## config.mk

```make
export PLATFORM = sky130hd
export DESIGN_NAME = dpwm_duty_loader
export DESIGN_NICKNAME = d
export VERILOG_FILES = /design/src/rtl/dpwm_pkg.sv /design/src/rtl/dpwm_duty_clamp.sv /design/src/rtl/dpwm_duty_loader.sv
export SDC_FILE = /design/constraint.sdc
export NUM_CORES = 1
export LEC_CHECK = 0
export BUFFER_PORTS_ARGS = -buffer_cell sky130_fd_sc_hd__buf_4
export CORE_ASPECT_RATIO = 0.7
export CORE_UTILIZATION = 55
export DETAILED_ROUTE_END_ITERATION = 10
export GPL_TIMING_DRIVEN = 0
export PLACE_DENSITY = 0.84
export RECOVER_POWER = 50
export SLEW_MARGIN = 5
export SYNTH_ARGS = -nofsm -noshare
export SYNTH_HDL_FRONTEND = slang
export SYNTH_HIERARCHICAL = 1
export SYNTH_SLANG_ARGS = --single-unit
```

## constraint.sdc

```tcl
create_clock -name clk_base -period 16.9 [get_ports clk_base]
set_input_delay 1.69 -clock clk_base [delete_from_list [all_inputs] [get_ports clk_base]]
set_output_delay 1.69 -clock clk_base [all_outputs]
set_load 0.01 [all_outputs]
```

## src/rtl/dpwm_pkg.sv

```systemverilog
// Shared definitions for the DPWM duty loader: time-quantity widths,
// minimum on-time, loader FSM encoding and the committed configuration type.
package dpwm_pkg;

  localparam int DPWM_DC_LENGTH = 13;
  localparam int DPWM_DE_BITS   = 6;
  localparam int DPWM_MIN_ON    = 16;

  localparam logic [1:0] ST_IDLE      = 2'd0;
  localparam logic [1:0] ST_CALC      = 2'd1;
  localparam logic [1:0] ST_CLAMP     = 2'd2;
  localparam logic [1:0] ST_WAIT_SYNC = 2'd3;

  typedef enum logic [1:0] {
    IDLE      = ST_IDLE,
    CALC      = ST_CALC,
    CLAMP     = ST_CLAMP,
    WAIT_SYNC = ST_WAIT_SYNC
  } dpwm_state_e;

  typedef struct packed {
    logic [DPWM_DC_LENGTH-1:0] h_on;
    logic [DPWM_DC_LENGTH-1:0] l_on;
    logic [DPWM_DC_LENGTH-1:0] dead_time;
  } dpwm_cfg_t;

endpackage

```

## src/rtl/dpwm_duty_clamp.sv

```systemverilog
// Combinational on-time arithmetic: usable span = period - 2*deadtime,
// high time clamped to [MIN_ON, span-MIN_ON], low time takes the remainder.
// err flags a span too short to fit two minimum pulses.
module dpwm_duty_clamp
  import dpwm_pkg::*;
#(
  parameter int DC_LENGTH = DPWM_DC_LENGTH,
  parameter int MIN_ON    = DPWM_MIN_ON
) (
  input  logic [DC_LENGTH-1:0] duty,
  input  logic [DC_LENGTH-1:0] deadtime,
  input  logic [DC_LENGTH-1:0] period,
  output logic [DC_LENGTH-1:0] h,
  output logic [DC_LENGTH-1:0] l,
  output logic                 clamped,
  output logic                 err
);

  localparam int SW = DC_LENGTH + 2;
  localparam logic signed [SW-1:0] MIN_S     = SW'(MIN_ON);
  localparam logic signed [SW-1:0] TWO_MIN_S = SW'(2 * MIN_ON);

  logic [DC_LENGTH:0]     dt2;
  logic signed [SW-1:0]   span;
  logic signed [SW-1:0]   hi_lim;
  logic signed [SW-1:0]   duty_s;
  logic signed [SW-1:0]   h_s;
  logic signed [SW-1:0]   l_s;

  assign dt2    = {deadtime, 1'b0};
  assign span   = $signed({2'b00, period}) - $signed({1'b0, dt2});
  assign hi_lim = span - MIN_S;
  assign duty_s = $signed({2'b00, duty});
  assign err    = (span < TWO_MIN_S);

  // Clamp the requested high time into the window that leaves MIN_ON for the low side.
  always_comb begin
    h_s     = duty_s;
    clamped = 1'b0;
    if (duty_s < MIN_S) begin
      h_s     = MIN_S;
      clamped = 1'b1;
    end else if (duty_s > hi_lim) begin
      h_s     = hi_lim;
      clamped = 1'b1;
    end
  end

  assign l_s = span - h_s;
  assign h   = DC_LENGTH'(h_s);
  assign l   = DC_LENGTH'(l_s);

endmodule

```

## src/rtl/dpwm_duty_loader.sv

```systemverilog
// DPWM duty loader: accepts duty/deadtime/period commands, computes clamped
// on-times into a shadow and commits them on the DPWM period boundary.
// Optional build macro DUTY_LOADER_FORCE_EN adds force_load, which commits
// a pending shadow exactly like period_sync.
//
// state     | meaning
// IDLE      | no pending shadow, ready for a command
// CALC      | captured command, checking span for rejection
// CLAMP     | writing clamped on-times into the shadow
// WAIT_SYNC | shadow pending, waiting for the period boundary
module dpwm_duty_loader
  import dpwm_pkg::*;
#(
  parameter int DC_LENGTH = DPWM_DC_LENGTH,
  parameter int MIN_ON    = DPWM_MIN_ON
) (
  input  logic                 clk_base,
  input  logic                 rst,
  input  logic                 cmd_valid,
  output logic                 cmd_ready,
  input  logic [DC_LENGTH-1:0] cmd_duty,
  input  logic [DC_LENGTH-1:0] cmd_deadtime,
  input  logic [DC_LENGTH-1:0] cmd_period,
  input  logic                 period_sync,
`ifdef DUTY_LOADER_FORCE_EN
  input  logic                 force_load,
`endif
  output logic [DC_LENGTH-1:0] H_on,
  output logic [DC_LENGTH-1:0] L_on,
  output logic [DC_LENGTH-1:0] DeadTime,
  output logic                 cfg_update,
  output logic                 cfg_err,
  output logic                 clamp_flag,
  output logic                 pending
);

  dpwm_state_e          state;
  logic [DC_LENGTH-1:0] cap_duty;
  logic [DC_LENGTH-1:0] cap_dt;
  logic [DC_LENGTH-1:0] cap_period;
  dpwm_cfg_t            shadow;
  dpwm_cfg_t            active;
  logic                 sh_clamped;

  logic [DC_LENGTH-1:0] calc_h;
  logic [DC_LENGTH-1:0] calc_l;
  logic                 calc_clamped;
  logic                 calc_err;
  logic                 accept;
  logic                 commit_req;

`ifdef DUTY_LOADER_FORCE_EN
  assign commit_req = period_sync | force_load;
`else
  assign commit_req = period_sync;
`endif

  assign cmd_ready = (state == IDLE) || (state == WAIT_SYNC);
  assign accept    = cmd_valid & cmd_ready;

  assign H_on     = active.h_on;
  assign L_on     = active.l_on;
  assign DeadTime = active.dead_time;

  dpwm_duty_clamp #(
    .DC_LENGTH (DC_LENGTH),
    .MIN_ON    (MIN_ON)
  ) u_clamp (
    .duty     (cap_duty),
    .deadtime (cap_dt),
    .period   (cap_period),
    .h        (calc_h),
    .l        (calc_l),
    .clamped  (calc_clamped),
    .err      (calc_err)
  );

  // Loader FSM: capture, validate, fill shadow, commit on the period boundary.
  always_ff @(posedge clk_base or negedge rst) begin
    if (!rst) begin
      state      <= IDLE;
      cap_duty   <= '0;
      cap_dt     <= '0;
      cap_period <= '0;
      shadow     <= '0;
      active     <= '0;
      sh_clamped <= 1'b0;
      clamp_flag <= 1'b0;
      pending    <= 1'b0;
      cfg_update <= 1'b0;
      cfg_err    <= 1'b0;
    end else begin
      cfg_update <= 1'b0;
      cfg_err    <= 1'b0;
      case (state)
        IDLE: begin
          if (accept) begin
            cap_duty   <= cmd_duty;
            cap_dt     <= cmd_deadtime;
            cap_period <= cmd_period;
            state      <= CALC;
          end
        end
        CALC: begin
          if (calc_err) begin
            cfg_err <= 1'b1;
            // A rejected command leaves any older shadow in place to commit.
            state   <= pending ? WAIT_SYNC : IDLE;
          end else begin
            state <= CLAMP;
          end
        end
        CLAMP: begin
          shadow.h_on      <= calc_h;
          shadow.l_on      <= calc_l;
          shadow.dead_time <= cap_dt;
          sh_clamped       <= calc_clamped;
          pending          <= 1'b1;
          state            <= WAIT_SYNC;
        end
        WAIT_SYNC: begin
          // Commit the existing shadow first even if a new command lands now.
          if (commit_req) begin
            active     <= shadow;
            clamp_flag <= sh_clamped;
            cfg_update <= 1'b1;
            pending    <= 1'b0;
          end
          if (accept) begin
            cap_duty   <= cmd_duty;
            cap_dt     <= cmd_deadtime;
            cap_period <= cmd_period;
            state      <= CALC;
          end else if (commit_req) begin
            state <= IDLE;
          end
        end
        default: state <= IDLE;
      endcase
    end
  end

endmodule
```

# Word level (Yosys, flattened, before mapping)
# Cells that the tools add are included.
# word_totals
elab_cells	52
input_bits	43
register_bits	124
output_inout_bits	44
# op_classes
addsub	3
n_reduce_logical	8
muxes	16
n_lt_le_gt_ge	3
n_eq_ne	6
n_bitwise	1
# ops
operator	count
two-way mux 13 bit	2
greater-than comparator 14 x 15 -> 1 bit	1
< comparator 15 x 7 -> 1 bit (second input constant)	1
subtractor 13 x 14 -> 15 bit	1
subtractor 15 x 6 -> 15 bit (second input constant)	1
< comparator 13 x 5 -> 1 bit (second input constant)	1
subtractor 13 bit	1
two-way mux 2 bit	5
case mux 2 bit (4 select lines)	1
AND reduction 2 bit	4
two-way mux 1 bit	7
equality test 2 bit (second input constant)	2
inequality test 2 bit (second input constant)	2
inequality test 3 bit (second input constant)	1
equality test 2 x 1 -> 1 bit (second input constant)	1
logical NOT 2 bit	1
case mux 1 bit (2 select lines)	1
nonzero test 2 bit	1
OR reduction 2 bit	1
bitwise AND 1 bit	1
logical OR 1 bit	1

# Depth between registers and ports, before layout
# Gate-level depths: netlist of run 1.
# logic_depth
depth_word	6
depth_mapped	36
mapped_depth_nobuf	35

# Cells and area by module
# The synthesis of run 1 kept the hierarchy.
# modules_own_cells
mod	cells_per_inst	instances	area_each_um2	seq_area_each_um2
dpwm_duty_loader	281	1	4730.8	3103.0
dpwm_duty_clamp	292	1	2144.6	0.0

# Worst setup path after synthesis of run 1
# OpenSTA, ideal clock, no wires.
# synth_path
kind	reg-to-reg
startpoint	register cap_period[1]
endpoint	register shadow[23] in the netlist's numbering
arrival_time_ps	6068
setup_ps	125
path_stages_with_launch	33
path_buffers	0
setup_slack_ps	10708
path_cell_list	dfrtp_1 > inv_1 > ha_1 > inv_1 > fa_1 > a21o_1 > a21oi_1 > xnor2_1 > inv_1 > ha_1 > nor2b_1 > nand2_1 > xnor2_1 > ha_1 > and4_1 > nand3_1 > a211o_1 > a31o_2 > o32a_1 > mux2_1 > and2_1 > fa_1 > nor2b_1 > o21ai_0 > a21boi_0 > o21ai_0 > a21boi_0 > o21ai_0 > a21boi_0 > o21ai_0 > nor2b_1 > xnor2_1 > mux2_2
# synth_between
elab_chain_cells	6
# synth_lines
element	line	rtl
start, declared	dpwm_duty_loader.sv:40	logic [DC_LENGTH-1:0] cap_period;
start signal, assigned	dpwm_duty_loader.sv:100	cap_period <= cmd_period;
start signal, assigned	dpwm_duty_loader.sv:132	cap_period <= cmd_period;
subtractor 13 x 14 -> 15 bit *	dpwm_duty_clamp.sv:31	assign span = $signed({2'b00, period}) - $signed({1'b0, dt2});
subtractor 15 x 6 -> 15 bit *	dpwm_duty_clamp.sv:32	assign hi_lim = span - MIN_S;
greater-than comparator 14 x 15 -> 1 bit	dpwm_duty_clamp.sv:43	end else if (duty_s > hi_lim) begin
two-way mux 13 bit *	dpwm_duty_clamp.sv:43	
two-way mux 13 bit *	dpwm_duty_clamp.sv:40	if (duty_s < MIN_S) begin
net calc_h[1]	dpwm_duty_loader.sv:45	logic [DC_LENGTH-1:0] calc_h;
subtractor 13 bit *	dpwm_duty_clamp.sv:49	assign l_s = span - h_s;
net calc_l[10]	dpwm_duty_loader.sv:46	logic [DC_LENGTH-1:0] calc_l;
end, declared	dpwm_duty_loader.sv:41	dpwm_cfg_t shadow;
# Mark *: on every way through the listed nets, which the timed path passes. The rest lies on a longest branch.
# A chain may end at the register's enable or synchronous reset.

# Worst setup path after layout of run 1
# layout_path
startpoint	register cap_period[1]
endpoint	register shadow[25] in the netlist's numbering
# Same word-level chain as after synthesis.

==> summary.txt, run 1 <==
Global route
  • Pin count of the biggest net entering global routing: 64
  • Grt total ovfl: 0
  • Initial antenna violation count: 0
  • Vias in the first global route: 5,097
  • GRT Total Usage: 26.2%
  • First-pass GRT wire length: 25,700 microns

Detailed routing
  • Drt first pass iters: 5
  • Via density per instance: 5.65
  • Final wirelength: 15,600 microns
  • Routed len/inst: 18.5 microns
  • ANT nets after route: 0
  • Starting DRT DRC Count: 322
  • Number of remaining DRC errors: 0
  • Routed via count: 4,778

Floorplanning
  • Die width: 136 microns
  • Starting Density: 57.6%
  • Chip height: 95.5 microns
  • Site Rows: 33
  • Die area: 13,000 sq um
  • Core area: 11,900 sq um
  • Ports: 87

Yosys
  • Adder-Cell Fraction of Synth Area: 8.41%
  • Largest family of logic cells by synthesized area: multiplexers
  • Post-synth EDFFs: 0
  • Synth Area in Compound Gates: 7.95%
  • Mapped Nets: 661
  • Simple-gate area share of the yosys netlist: 9.24%
  • Asr flop ratio synth: 100%
  • Syn Inst Count: 573
  • Area leader, netlist: dfrtp_1
  • Post-synthesis mux area share: 21.7%
  • Syn Std Cell Area: 6880 sq um
  • Post-synth top flop: dfrtp_1
  • Top cells by area, synth: dfrtp_1, mux2_2, ha_1, mux2_1, inv_1
  • Synth top area share: 45.1%
  • Ys Warns: 6
  • #FFs+latches synth: 124
  • Count of cell types in the netlist: 62
  • Syn_area_per_cell: 12.0 sq um
  • Sequential share of the synthesized area: 45.1%
  • XOR/XNOR Fraction of Synth Area: 3.26%

Finish
  • Final nets: 767
  • ANT cells: 0
  • Layout cells sized above 1: 32.4%
  • Area growth syn-to-layout: 20.1%
  • Most frequent cells in the layout: dfrtp_1, buf_4, mux2_2
  • Commonest non-fill, non-tap cell in the layout: dfrtp_1

Worst hold path
  • Hold path startpoint: shadow[13]
  • HP Class: flip-flop to flip-flop

Critical path
  • CP Data Arrival Time: 7.58 ns
  • Max stage delay on crit path: 0.47 ns
  • CP max stage cell: xor2_1
  • Crit Path Category: flip-flop to flip-flop
  • Most common cell type on the critical path: o21ai_0
  • Worst setup path start: cap_period[1]
  • Worst reg2reg startpoint: cap_period[1]
  • CP Data Required Time: 17.19 ns
  • R2r setup slk: 9.61 ns
  • Worst setup EP type: flip-flop
  • Max FO, Critical Path: 5
  • CP startpoint kind: flip-flop

CTS
  • Post-CTS Setup Inserts: 0
  • CTS tree: done
  • Root buffer cell: clkbuf_16
  • H-Tree Depth: 4
  • CTS Buf Count: 17
  • CTS Buffer Depth: 2
  • Clock latency on the worst-skew pair: 0.41 ns
  • Hold_buf cts: 0
  • # resized after CTS: 0
  • CTS clk-pin slew, worst paths: 0.06 ns
  • Num Clock Sinks: 124

STA
  • Hold WS: 0.478 ns
  • Max Freq: 137 MHz
  • Fin crit period: 7.29 ns
  • Slew headroom: -118%
  • Final slew viol count: 127
  • Final setup fails: 0
  • Tcrit/Tclk final: 43.2%
  • Clock skew: 0.00730 ns
  • Worst-Margin Slew: 3.27 ns
  • RSZ-0062 raised after global routing: no
  • Setup TNS Final: 0 ns
  • Final Hold Vio Count: 0

Placed design
  • IO buf count: 86
  • Post-DP HPWL: 11,700 microns
  • Routability cong.: 0.868

Job
  • Max Cap Violations: 2

Outcome
  • Status: complete, but fails checks
  • Failing checks: capacitance limit, slew limit
## cells in the mapped netlist, types with 3 or more instances
library cell,count
mux2_2,80
inv_1,48
a21o_1,4
mux2_1,46
a21boi_0,6
a211oi_2,3
buf_4,4
xnor2_2,3
or2_1,8
nor2b_1,9
buf_2,5
a21oi_1,18
nand2b_1,3
nor3_1,6
nand4_1,4
nor2_1,32
o21ai_1,3
and2_1,6
nand3_1,4
mux2i_1,7
ha_1,43
and4_1,3
o211ai_1,4
xnor2_1,14
dfrtp_1,124
xor2_1,6
nand2_1,19
o21ai_0,11
buf_6,5
## per-layer routing
metal  global-route usage (%)  up-vias  wire length, microns
li1                         -     2228                     -
met3                     5.16       29                   831
met5                        0        -                     0
met1                     34.8     2369                  7290
met4                     7.77        0                   241
met2                     43.6      152                  7270
## cells by family after synthesis
logic type      after synthesis
buf+inv                      64
mux                         133
xor+xnor                     23
flops                       124
compound gates               73
simple gates                111
fa+ha+maj                    45
## state kept, by name, indices dropped and copies added, names as in the netlist, 13 cells and up, named ones only
| signal | flops |
|---|---|
| shadow | 39 |
| DeadTime | 13 |
| H_on | 13 |
| L_on | 13 |
| cap_dt | 13 |
| cap_duty | 13 |
| cap_period | 13 |
## through the flow
| step | utilization, % | instance area [sq um] | setup slack [ns] | std cells |
|---|---|---|---|---|
| 5_1_grt | 69.2 | 8260 | 9.07 | 846 |
| 3_3_place_gp | 64.7 | 7720 | 9.89 | 816 |
| 6_report | 69.2 | 8260 | 9.61 | 846 |
| 3_5_place_dp | 64.9 | 7750 | 9.79 | 817 |
| 4_1_cts | 69.7 | 8320 | 9.74 | 846 |
| 2_1_floorplan | - | 6880 | 10.71 | 573 |
## layout make-up
type,count,area (sq um)
fill,862,3670
multi-input combinational,385,3470
timing repair buffer,87,642
sequential,124,3100
clock buffer,22,484
buffer,16,92.6
tap,157,196
clock inverter,7,90.1
inverter,48,180
## critical path, delay by kind of cell (launching register included)
family                     cells  cell delay [ns]
muxes                          2             0.63
AOI/OAI and AO/OA             13             2.87
and+or+nand+nor                6             1.08
buffers and inverters          2             0.12
adders and majority gates      4             1.36
xor gates and xnor gates       3             0.74
DFF                            1             0.38
## path summary, 6_finish.rpt
path	depth (start not counted)	to
min reg2reg	1	L_on[0]
max	30	shadow[25]
max in group asynchronous	2	shadow[36]
min in group asynchronous	1	cap_dt[9]
max reg2reg	30	shadow[25]
min	1	L_on[0]
Power of run 1 is left out: the tool's default activity adds up to more than one toggle a clock period on the data nets, which glitch-free logic cannot reach.
==> run 2, diff against run 1 <==
--- a/config.mk
+++ b/config.mk
@@ -5,6 +5,7 @@
 export SDC_FILE = /design/constraint.sdc
 export NUM_CORES = 1
 export LEC_CHECK = 0
+export ABC_AREA = 1
 export BUFFER_PORTS_ARGS = -buffer_cell sky130_fd_sc_hd__buf_4
 export CORE_ASPECT_RATIO = 0.7
 export CORE_UTILIZATION = 55
==> constraint.sdc (replaced) <==
create_clock -name clk_base -period 7.09 [get_ports clk_base]
set_input_delay 0.709 -clock clk_base [delete_from_list [all_inputs] [get_ports clk_base]]
set_output_delay 0.709 -clock clk_base [all_outputs]
set_load 0.01 [all_outputs]
==> summary.txt, run 2 <==
Outcome
  • Status: complete, but fails checks
  • Failing checks: DRC, capacitance limit, slew limit

CTS
  • CTS clk-pin slew, worst paths: 0.06 ns (about the same)
  • Hold_buf cts: 0 (unchanged)
  • CTS Buffer Depth: 2 (unchanged)
  • # resized after CTS: 0 (unchanged)
  • Clock latency on the worst-skew pair: 0.41 ns (about the same)
  • CTS Buf Count: 17 (unchanged)
  • CTS tree: done
  • Post-CTS Setup Inserts: 0 (unchanged)
  • H-Tree Depth: 4 (unchanged)
  • Root buffer cell: clkbuf_16
  • Num Clock Sinks: 124 (unchanged)

Floorplanning
  • Die width: 138 microns (+1.9%)
  • Core area: 12,500 sq um (+5.2%)
  • Starting Density: 56.9% (-0.72 points)
  • Die area: 13,400 sq um (+3.8%)
  • Site Rows: 34 (+3.0%)
  • Ports: 87 (unchanged)
  • Chip height: 97.3 microns (+1.9%)

Critical path
  • Most common cell type on the critical path: nand2_1
  • CP Data Arrival Time: 6.65 ns (-0.93 ns)
  • Crit path buffers/inverters: 7 (+5)
  • Max stage delay on crit path: 0.56 ns (+0.09 ns)
  • CP startpoint kind: flip-flop
  • Crit Path Category: flip-flop to flip-flop
  • CP Data Required Time: 7.37 ns (-9.82 ns)
  • Max FO, Critical Path: 10 (+5)
  • Worst path top cell family by delay: adder cells
  • CP max stage cell: o311ai_0
  • Worst setup EP type: flip-flop

Global route
  • GRT Total Usage: 27.4% (+1.1 points)
  • Vias in the first global route: 5,900 (+16%)
  • Pin count of the biggest net entering global routing: 93 (+45%)
  • First-pass GRT wire length: 28,900 microns (+13%)
  • Grt total ovfl: 0 (unchanged)
  • Initial antenna violation count: 0 (unchanged)

STA
  • Final slew viol count: 127 (unchanged)
  • Worst-Margin Slew: 3.97 ns (+0.697 ns)
  • Max Freq: 157 MHz (+14%)
  • Clock skew: 0.00521 ns (-0.00209 ns)
  • Slew headroom: -165% (-46 points)
  • Fin crit period: 6.37 ns (-0.922 ns)
  • RSZ-0062 raised after global routing: no
  • Final setup fails: 0 (unchanged)
  • Tcrit/Tclk final: 89.9% (+47 points)
  • Final Hold Vio Count: 0 (unchanged)
  • Setup TNS Final: 0 ns (unchanged)

Yosys
  • Mapped Nets: 996 (+51%)
  • Synth top area share: 43.5% (-1.7 points)
  • Post-synth EDFFs: 0 (unchanged)
  • Commonest cells in the netlist: nand2_1, inv_1, dfrtp_1
  • Syn_area_per_cell: 7.86 sq um (-34%)
  • Ys Warns: 6 (unchanged)
  • Most frequent cell after synthesis: nand2_1
  • Asr flop ratio synth: 100% (unchanged)
  • #FFs+latches synth: 124 (unchanged)
  • Syn Inst Count: 908 (+58%)
  • Count of cell types in the netlist: 38 (-39%)
  • Top cells by area, synth: dfrtp_1, nand2_1, ha_1, inv_1, o21ai_0
  • Sequential share of the synthesized area: 43.5% (-1.7 points)
  • Area leader, netlist: dfrtp_1
  • Syn Std Cell Area: 7140 sq um (+3.9%)
  • Post-synth top flop: dfrtp_1

Finish
  • ANT cells: 0 (unchanged)
  • Fillers: 999 (+16%)
  • FF/Latch Area: 3100 sq um (unchanged)
  • Max reg flops: 39 (unchanged)
  • Layout cells sized above 1: 19.0% (-13 points)
  • Commonest non-fill, non-tap cell in the layout: nand2_1
  • Largest register by flop count: shadow
  • Area of the multi-input gates: 3250 sq um (-6.3%)
  • Final nets: 1,102 (+44%)
  • Most frequent cells in the layout: nand2_1, inv_1, dfrtp_1
  • Area growth syn-to-layout: 19.3%

Detailed routing
  • Final wirelength: 17,100 microns (+9.4%)
  • Starting DRT DRC Count: 636 (+98%)
  • Routed via count: 6,225 (+30%)
  • ANT nets after route: 0 (unchanged)
  • Via density per instance: 5.24 (-7.2%)
  • Routed len/inst: 14.4 microns (-22%)
  • Number of remaining DRC errors: 18 (+18)
  • Drt first pass iters: 9 (+4)

Placed design
  • Post-DP HPWL: 12,700 microns (+8.8%)
  • Routability cong.: 0.969 (+12%)
  • IO buf count: 86 (unchanged)

Worst hold path
  • HP Class: flip-flop to flip-flop

Job
  • Max Cap Violations: 2 (unchanged)
-- run 2: cell types whose count changed after synthesis, moves of 16 or more --
| cell | delta |
|---|---|
| mux2_1 | -46 |
| o21ai_1 | +24 |
| nand2_1 | +281 |
| inv_1 | +83 |
| o21ai_2 | +17 |
| nand3_1 | +20 |
| o21ai_0 | +34 |
| mux2_2 | -80 |
| inv_2 | +16 |
-- run 2: final cells by class --
cell class                      instances  share of cell area, %
Tap cell                              162                   2.38
Sequential cell                       124                   36.4
Inverter                              148                   6.55
Clock buffer                           18                   5.04
Buffer                                 27                   2.13
Timing Repair Buffer                   87                   7.65
Clock inverter                         13                   1.66
Multi-Input combinational cell        609                   38.2
-- run 2: path summary, 6_finish.rpt --
kind / start / end / slack [ns] / depth (start not counted)
worst max-delay path: cap_period[1] / shadow[25] / 0.72 / 37
max in group asynchronous: rst / shadow[36] / 1.50 / 2
worst min-delay path: L_on[8] / L_on[8] / 0.48 / 2
worst max register to register: cap_period[1] / shadow[25] / 0.72 / 37
min in group asynchronous: rst / cap_period[12] / 0.74 / 1
worst min register to register: L_on[8] / L_on[8] / 0.48 / 2
-- run 2: logic make-up after synthesis --
kind of cell | Yosys count | synth area share (%)
DFF | 124 | 43.5
adders and majority gates | 45 | 8.10
buffers and inverters | 175 | 10.7
AOI/OAI and AO/OA | 123 | 9.85
xor gates and xnor gates | 20 | 2.56
and+or+nand+nor | 421 | 25.4
-- run 2: worst min-delay path, cell delays in order, from the launching register on --
cell     delay, ns
dfrtp_1       0.34
nand2_1       0.06
o21ai_2       0.05
-- run 2: per-stage QoR --
step | cells | instance area [sq um] | setup slack [ns] | util (%) | hold slack, ns
after floorplan | 908 | 7140 | 1.95 | - | 0.413
after global placement | 1156 | 7990 | 0.898 | 63.7 | 0.464
after CTS | 1188 | 8590 | 0.803 | 68.5 | 0.176
after global routing | 1188 | 8520 | 0.278 | 67.9 | 0.485
final | 1188 | 8520 | 0.718 | 67.9 | 0.479
after detailed placement | 1157 | 8020 | 0.831 | 63.9 | 0.469
-- run 2: routing by layer --
layer | share of wire, % | vias up | track usage (%) | wire length (microns)
met5 | 0 | - | 0 | 0
li1 | - | 3037 | - | -
met3 | 6.9 | 19 | 4.53 | 1180
met4 | 1.1 | 0 | 7.26 | 186
met1 | 48 | 2917 | 40.1 | 8160
met2 | 44 | 252 | 42.1 | 7570
Power of run 2 is left out for the same reason.
